$ cat src/rtl/load_store_unit.sv
// Load/store unit: turns execute-stage load/store requests into word accesses on a
// single-write-enable data cache, with lane extraction on loads and read-modify-write for SB/SH.
module load_store_unit #(
    parameter int XLEN = 32
) (
    input  logic            clk_i,
    input  logic            rst_i,
    input  logic            req_valid_i,
    output logic            req_ready_o,
    input  logic            req_store_i,
    input  logic [2:0]      req_funct3_i,
    input  logic [XLEN-1:0] req_addr_i,
    input  logic [XLEN-1:0] req_wdata_i,
    output logic            resp_valid_o,
    output logic [XLEN-1:0] resp_rdata_o,
    output logic            resp_err_o,
    output logic [XLEN-1:0] dcache_addr_o,
    output logic            dcache_read_en_o,
    output logic            dcache_write_en_o,
    output logic [XLEN-1:0] dcache_write_data_o,
    input  logic [XLEN-1:0] dcache_read_data_i,
    output logic [1:0]      dbg_state_o
);

    typedef enum logic [1:0] {
        IDLE     = 2'd0,
        RD_WAIT  = 2'd1,
        RMW_WAIT = 2'd2,
        RESP     = 2'd3
    } state_t;

    state_t          state_q, state_d;
    logic [2:0]      funct3_q, funct3_d;
    logic [1:0]      lane_q, lane_d;
    logic [XLEN-1:0] wdata_q, wdata_d;

    logic            rd_en_d, wr_en_d, resp_valid_d, resp_err_d;
    logic [XLEN-1:0] addr_d, wr_data_d, resp_rdata_d;

    logic            accept, req_illegal, req_misaligned, req_err;
    logic [4:0]      byte_shift, half_shift;
    logic [XLEN-1:0] lane_data, load_ext, byte_mask, half_mask, merged;

    // Valid/ready: a request transfers on any rising edge where req_valid_i && req_ready_o;
    // only one request is ever in flight, and ready drops for the whole operation.
    assign req_ready_o = (state_q == IDLE) && !rst_i;
    assign accept      = req_valid_i && req_ready_o;
    assign dbg_state_o = state_q;

    always_comb begin
        req_illegal = 1'b0;
        if (req_store_i) begin
            req_illegal = !(req_funct3_i == 3'd0 || req_funct3_i == 3'd1 || req_funct3_i == 3'd2);
        end else begin
            req_illegal = (req_funct3_i == 3'd3 || req_funct3_i == 3'd6 || req_funct3_i == 3'd7);
        end
        case (req_funct3_i[1:0])
            2'b01:   req_misaligned = req_addr_i[0];
            2'b10:   req_misaligned = (req_addr_i[1:0] != 2'b00);
            default: req_misaligned = 1'b0;
        endcase
        req_err = req_illegal || req_misaligned;
    end

    // Lane extraction for loads and lane merge for sub-word stores, both from the returned word.
    always_comb begin
        byte_shift = {lane_q, 3'b000};
        half_shift = {lane_q[1], 4'b0000};
        lane_data  = dcache_read_data_i >> byte_shift;
        case (funct3_q)
            3'd0:    load_ext = {{(XLEN-8){lane_data[7]}}, lane_data[7:0]};
            3'd1:    load_ext = {{(XLEN-16){lane_data[15]}}, lane_data[15:0]};
            3'd4:    load_ext = {{(XLEN-8){1'b0}}, lane_data[7:0]};
            3'd5:    load_ext = {{(XLEN-16){1'b0}}, lane_data[15:0]};
            default: load_ext = dcache_read_data_i;
        endcase
        byte_mask = {{(XLEN-8){1'b0}}, 8'hFF} << byte_shift;
        half_mask = {{(XLEN-16){1'b0}}, 16'hFFFF} << half_shift;
        if (funct3_q == 3'd0) begin
            merged = (dcache_read_data_i & ~byte_mask)
                   | ({{(XLEN-8){1'b0}}, wdata_q[7:0]} << byte_shift);
        end else begin
            merged = (dcache_read_data_i & ~half_mask)
                   | ({{(XLEN-16){1'b0}}, wdata_q[15:0]} << half_shift);
        end
    end

    always_comb begin
        state_d      = state_q;
        funct3_d     = funct3_q;
        lane_d       = lane_q;
        wdata_d      = wdata_q;
        rd_en_d      = 1'b0;
        wr_en_d      = 1'b0;
        addr_d       = dcache_addr_o;
        wr_data_d    = dcache_write_data_o;
        resp_valid_d = 1'b0;
        resp_err_d   = 1'b0;
        resp_rdata_d = '0;
        case (state_q)
            IDLE: begin
                if (accept) begin
                    funct3_d = req_funct3_i;
                    lane_d   = req_addr_i[1:0];
                    wdata_d  = req_wdata_i;
                    if (req_err) begin
                        resp_valid_d = 1'b1;
                        resp_err_d   = 1'b1;
                        state_d      = RESP;
                    end else if (!req_store_i) begin
                        rd_en_d = 1'b1;
                        addr_d  = {req_addr_i[XLEN-1:2], 2'b00};
                        state_d = RD_WAIT;
                    end else if (req_funct3_i == 3'd2) begin
                        wr_en_d      = 1'b1;
                        addr_d       = {req_addr_i[XLEN-1:2], 2'b00};
                        wr_data_d    = req_wdata_i;
                        resp_valid_d = 1'b1;
                        state_d      = RESP;
                    end else begin
                        rd_en_d = 1'b1;
                        addr_d  = {req_addr_i[XLEN-1:2], 2'b00};
                        state_d = RMW_WAIT;
                    end
                end
            end
            RD_WAIT: begin
                resp_rdata_d = load_ext;
                resp_valid_d = 1'b1;
                state_d      = RESP;
            end
            RMW_WAIT: begin
                wr_en_d      = 1'b1;
                wr_data_d    = merged;
                resp_valid_d = 1'b1;
                state_d      = RESP;
            end
            RESP: begin
                state_d = IDLE;
            end
            default: begin
                state_d = IDLE;
            end
        endcase
    end

    always_ff @(posedge clk_i) begin
        if (rst_i) begin
            state_q             <= IDLE;
            funct3_q            <= '0;
            lane_q              <= '0;
            wdata_q             <= '0;
            dcache_read_en_o    <= 1'b0;
            dcache_write_en_o   <= 1'b0;
            dcache_addr_o       <= '0;
            dcache_write_data_o <= '0;
            resp_valid_o        <= 1'b0;
            resp_err_o          <= 1'b0;
            resp_rdata_o        <= '0;
        end else begin
            state_q             <= state_d;
            funct3_q            <= funct3_d;
            lane_q              <= lane_d;
            wdata_q             <= wdata_d;
            dcache_read_en_o    <= rd_en_d;
            dcache_write_en_o   <= wr_en_d;
            dcache_addr_o       <= addr_d;
            dcache_write_data_o <= wr_data_d;
            resp_valid_o        <= resp_valid_d;
            resp_err_o          <= resp_err_d;
            resp_rdata_o        <= resp_rdata_d;
        end
    end

endmodule
$ cat config.mk
export PLATFORM = sky130hd
export DESIGN_NAME = load_store_unit
export DESIGN_NICKNAME = d
export VERILOG_FILES = /design/src/rtl/load_store_unit.sv
export SDC_FILE = /design/constraint.sdc
export NUM_CORES = 1
export LEC_CHECK = 0
export BUFFER_PORTS_ARGS = -buffer_cell sky130_fd_sc_hd__buf_2
export CAP_MARGIN = 0
export CORE_MARGIN = 5
export CORE_UTILIZATION = 55
export CTS_BUF_LIST = sky130_fd_sc_hd__clkbuf_4
export CTS_CLUSTER_SIZE = 12
export DETAILED_ROUTE_END_ITERATION = 6
export GPL_ROUTABILITY_DRIVEN = 0
export GPL_TIMING_DRIVEN = 0
export PLACE_DENSITY = 0.86
export SYNTH_ARGS = -nofsm -noshare
export SYNTH_HDL_FRONTEND = slang
export SYNTH_SLANG_ARGS = --single-unit
export TNS_END_PERCENT = 100
$ cat constraint.sdc
create_clock -name clk_i -period 3.7 [get_ports clk_i]
set_input_delay 0.37 -clock clk_i [delete_from_list [all_inputs] [get_ports clk_i]]
set_output_delay 0.37 -clock clk_i [all_outputs]
set_load 0.01 [all_outputs]
==> run_results.csv <==
group,metric,value,unit
power,switchingPower,1.86,mW
layout,fin_nets,1053,
floorplanning,std_cell_rows,38,
sta,finalMaxSlewViolations,0,
logic_synthesis,synth_top_area_share,0.396,
power,internal_power,2.70,mW
routing,dr.first_iter.drc_count,786,
power,combPwrFrac,0.411,
power,p_sw_frac,0.407,
logic_synthesis,synthFlopType,"dfxtp_1",
layout,synthToLayoutAreaGrowth,24.3,%
clock_tree,cts_tree,"built",
worst_setup_path,path_common_cell,"buf_2",
worst_setup_path,endpoint_kind,"register",
logic_synthesis,netlist_instances,719,
floorplanning,die_y,116,µm
grt,grt_overflow,0,
sta,post-route-period-util,0.609,
clock_tree,clockBufferDepth,2,
logic_synthesis,synth_top_area_cell,"dfxtp_1",
sta,fin_crit,2.25,ns
logic_synthesis,synth_cell_type_count,53,
worst_setup_path,startpoint,"dbg_state_o[0]",
sta,tightest_slew,0.721,ns
logic_synthesis,synth_seq_cells,121,
grt,antenna_found_initial,0,
logic_synthesis,synth_common_cells,"nand2_1 (130), dfxtp_1 (121), o21ai_0 (54)",
worst_setup_path,crit_arrival,2.66,ns
hold_path,whs_path_depth,3,
sta,max_freq,444,MHz
power,p_leak,3.42,nW
placement,dpl.hpwl,15200,µm
sta,whs,0.0344,ns
floorplanning,ioPinCount,206,
sta,setup_viol,0,
routing,dr.pass1.iters,5,
routing,via_count,6497,
floorplanning,initial_core_util,0.562,
logic_synthesis,synth_edf_count,0,
job,cap_violations,0,
worst_setup_path,cp.depth,8,
hold_path,holdCritStartpoint,"req_wdata_i[12]",
grt,grt_pass1_wl,31300,µm
sta,finClkSkew,0.0117,ns
clock_tree,clkTransAtPathRegs,0.11,ns
grt,track_usage,0.296,
clock_tree,cts_buffers,17,
status,status,"finished, final reports clean",
worst_setup_path,reg2reg_depth,8,
grt,grt_pass1_vias,6167,
worst_setup_path,cp.required,4.11,ns
clock_tree,post_cts_resized,0,
clock_tree,root_buffer,"clkbuf_4",
power,clkPwrFrac,0.214,
power,seqPwrFrac,0.376,
placement,numPortBuffers,203,
routing,drt_wl_total,20000,µm
logic_synthesis,ys_seq_area_frac,0.396,
sta,setup_tns,0,ns
worst_setup_path,slowest_stage,"o41a_1",
clock_tree,clk_latency,0.53,ns
logic_synthesis,avgSynthCellArea,8.51,µm²
routing,avgViaCountPerCell,5.93,
logic_synthesis,syn_area,6120,µm²
worst_setup_path,cp_slowest_stage_delay,0.56,ns
clock_tree,htreeDepth,4,
sta,finalHoldViolCount,0,
logic_synthesis,yosysMostFrequentCell,"nand2_1",
logic_synthesis,synthArstFlopShare,0,
logic_synthesis,synth_warnings,0,
placement,place_ws,1.39,ns
worst_setup_path,rr_startpoint,"dbg_state_o[0]",
worst_setup_path,crit_buf_inv,3,
worst_setup_path,critical_path.top_delay_family,"compound AO/OA/AOI/OAI gates",
routing,drtAntennaViolNets,0,
floorplanning,dieArea,13300,µm²
grt,grt_max_degree,17,
sta,fin_ws,1.45,ns
clock_tree,cts_setup_buffers,0,
sta,slew_headroom,0.507,
power,p_per_area,599,nW/µm²
sta,rsz0062_at_grt,"false",
routing,routedWlPerCell,18.3,µm
logic_synthesis,synthTopCellsByArea,"dfxtp_1 (40%), nand2_1 (8.0%), o21ai_0 (4.4%)",
worst_setup_path,critPathKind,"reg -> reg",
power,vdd_ir_drop_max,0.000350,V
clock_tree,cts.sinks,121,
worst_setup_path,crit_path_max_fanout,10,
layout,drive_gt1_frac,0.319,
hold_path,min_path_type,"in -> reg",
routing,drc,0,
worst_setup_path,start_kind,"register",
layout,antennaDiodeCount,0,
floorplanning,die_w,116,µm
layout,fin_util,0.699,
clock_tree,postCtsHoldBufs,0,
floorplanning,core_area,10900,µm²
worst_setup_path,crit_chain,"inv_1 -> ha_1 -> nand3b_1 -> buf_2 -> o41a_1 -> buf_2 -> nand2_1 -> a21oi_2",
[power by group through the flow]
stage | combinational [mW] | clock [mW] | sequential (mW)
final | 1.87 | 0.973 | 1.71
after global routing | 2.05 | 1.04 | 1.74
after CTS | 1.84 | 0.978 | 1.71
after detailed placement | 1.83 | 0 | 1.73
after global placement | 1.80 | 0 | 1.72
after floorplan | 1.14 | 0 | 1.79
[through the flow]
| step | area (µm²) | total power [mW] | std cells |
|---|---|---|---|
| floorplan | 6130 | 2.93 | 720 |
| global placement | 7320 | 3.52 | 1063 |
| detailed placement | 7320 | 3.57 | 1063 |
| CTS | 7610 | 4.53 | 1095 |
| global route | 7610 | 4.82 | 1095 |
| finish | 7610 | 4.56 | 1095 |
[worst paths after layout]
path                                                 to  slack [ns]
worst max-delay path            dcache_write_data_o[18]        1.45
worst min register to register   dcache_write_data_o[4]        0.46
worst max register to register  dcache_write_data_o[18]        1.45
worst min-delay path                        wdata_q[12]        0.03
[area by class of cell]
cell class	instances	area, µm²
repair buffers	203	1020
well taps	140	175
inverters	13	48.8
flip-flops and latches	121	2420
clock inverters	14	156
multi-input cells	509	3310
plain buffers	77	347
clock buffers	18	135
fillers	915	3280
[sequential cells by signal (all words and copies together), names as in the netlist]
name and cells:
dcache_addr_o 30, resp_valid_o 1, dcache_read_en_o 1, lane_q 2, resp_rdata_o 32, wdata_q 16, resp_err_o 1, dcache_write_en_o 1
funct3_q 3, dcache_write_data_o 32, dbg_state_o 2
[per-layer routing]
| layer | share of wire | vias to the layer above | GRT usage |
|---|---|---|---|
| met5 | 0 | - | 0 |
| li1 | - | 3093 | - |
| met4 | 0.031 | 0 | 0.104 |
| met2 | 0.46 | 369 | 0.482 |
| met3 | 0.12 | 52 | 0.0841 |
| met1 | 0.39 | 2983 | 0.375 |
[worst register-to-register path, cell delays in order (launching register included)]
cell      delay, ns
dfxtp_1        0.38
inv_1          0.10
ha_1           0.27
nand3b_1       0.20
buf_2          0.24
o41a_1         0.56
buf_2          0.23
nand2_1        0.10
a21oi_2        0.05
[cells in the final DEF, fill, tap and decap left out, types with 3 or more instances in the layout]
master | synthesis | layout
buf_2 | 16 | 219
a21oi_1 | 47 | 47
o221ai_1 | 7 | 7
nand3b_1 | 4 | 4
o311ai_1 | 29 | 29
nand4_1 | 30 | 30
buf_1 | 9 | 9
nand2b_1 | 12 | 12
clkinvlp_4 | 0 | 3
nor2b_1 | 4 | 4
mux2i_1 | 18 | 18
dfxtp_1 | 121 | 121
buf_6 | 4 | 4
a31oi_1 | 18 | 18
nand3_1 | 23 | 23
mux2_2 | 22 | 22
nand2_1 | 130 | 130
bufinv_16 | 0 | 3
a21oi_2 | 12 | 12
a2111oi_0 | 6 | 6
nor3b_1 | 8 | 8
o21ai_0 | 54 | 54
o221ai_2 | 10 | 10
clkinv_2 | 0 | 3
and3b_1 | 3 | 3
a21boi_1 | 6 | 6
o22a_1 | 6 | 6
o21a_1 | 9 | 9
clkinv_1 | 0 | 3
nor4_1 | 3 | 3
ha_1 | 8 | 8
nor2_1 | 10 | 10
clkbuf_4 | 0 | 18
clkbuf_1 | 46 | 46
inv_1 | 13 | 13
a222oi_1 | 6 | 6
[logic make-up after synthesis]
logic type / share of synthesized area
other: 0.000613
AND/OR/NAND/NOR: 0.189
adder cells (fa/ha/maj): 0.0164
buffers and inverters: 0.0646
AO/OA/AOI/OAI: 0.260
multiplexers: 0.0736
flip-flops: 0.396
(Power assumes the default switching activity.)
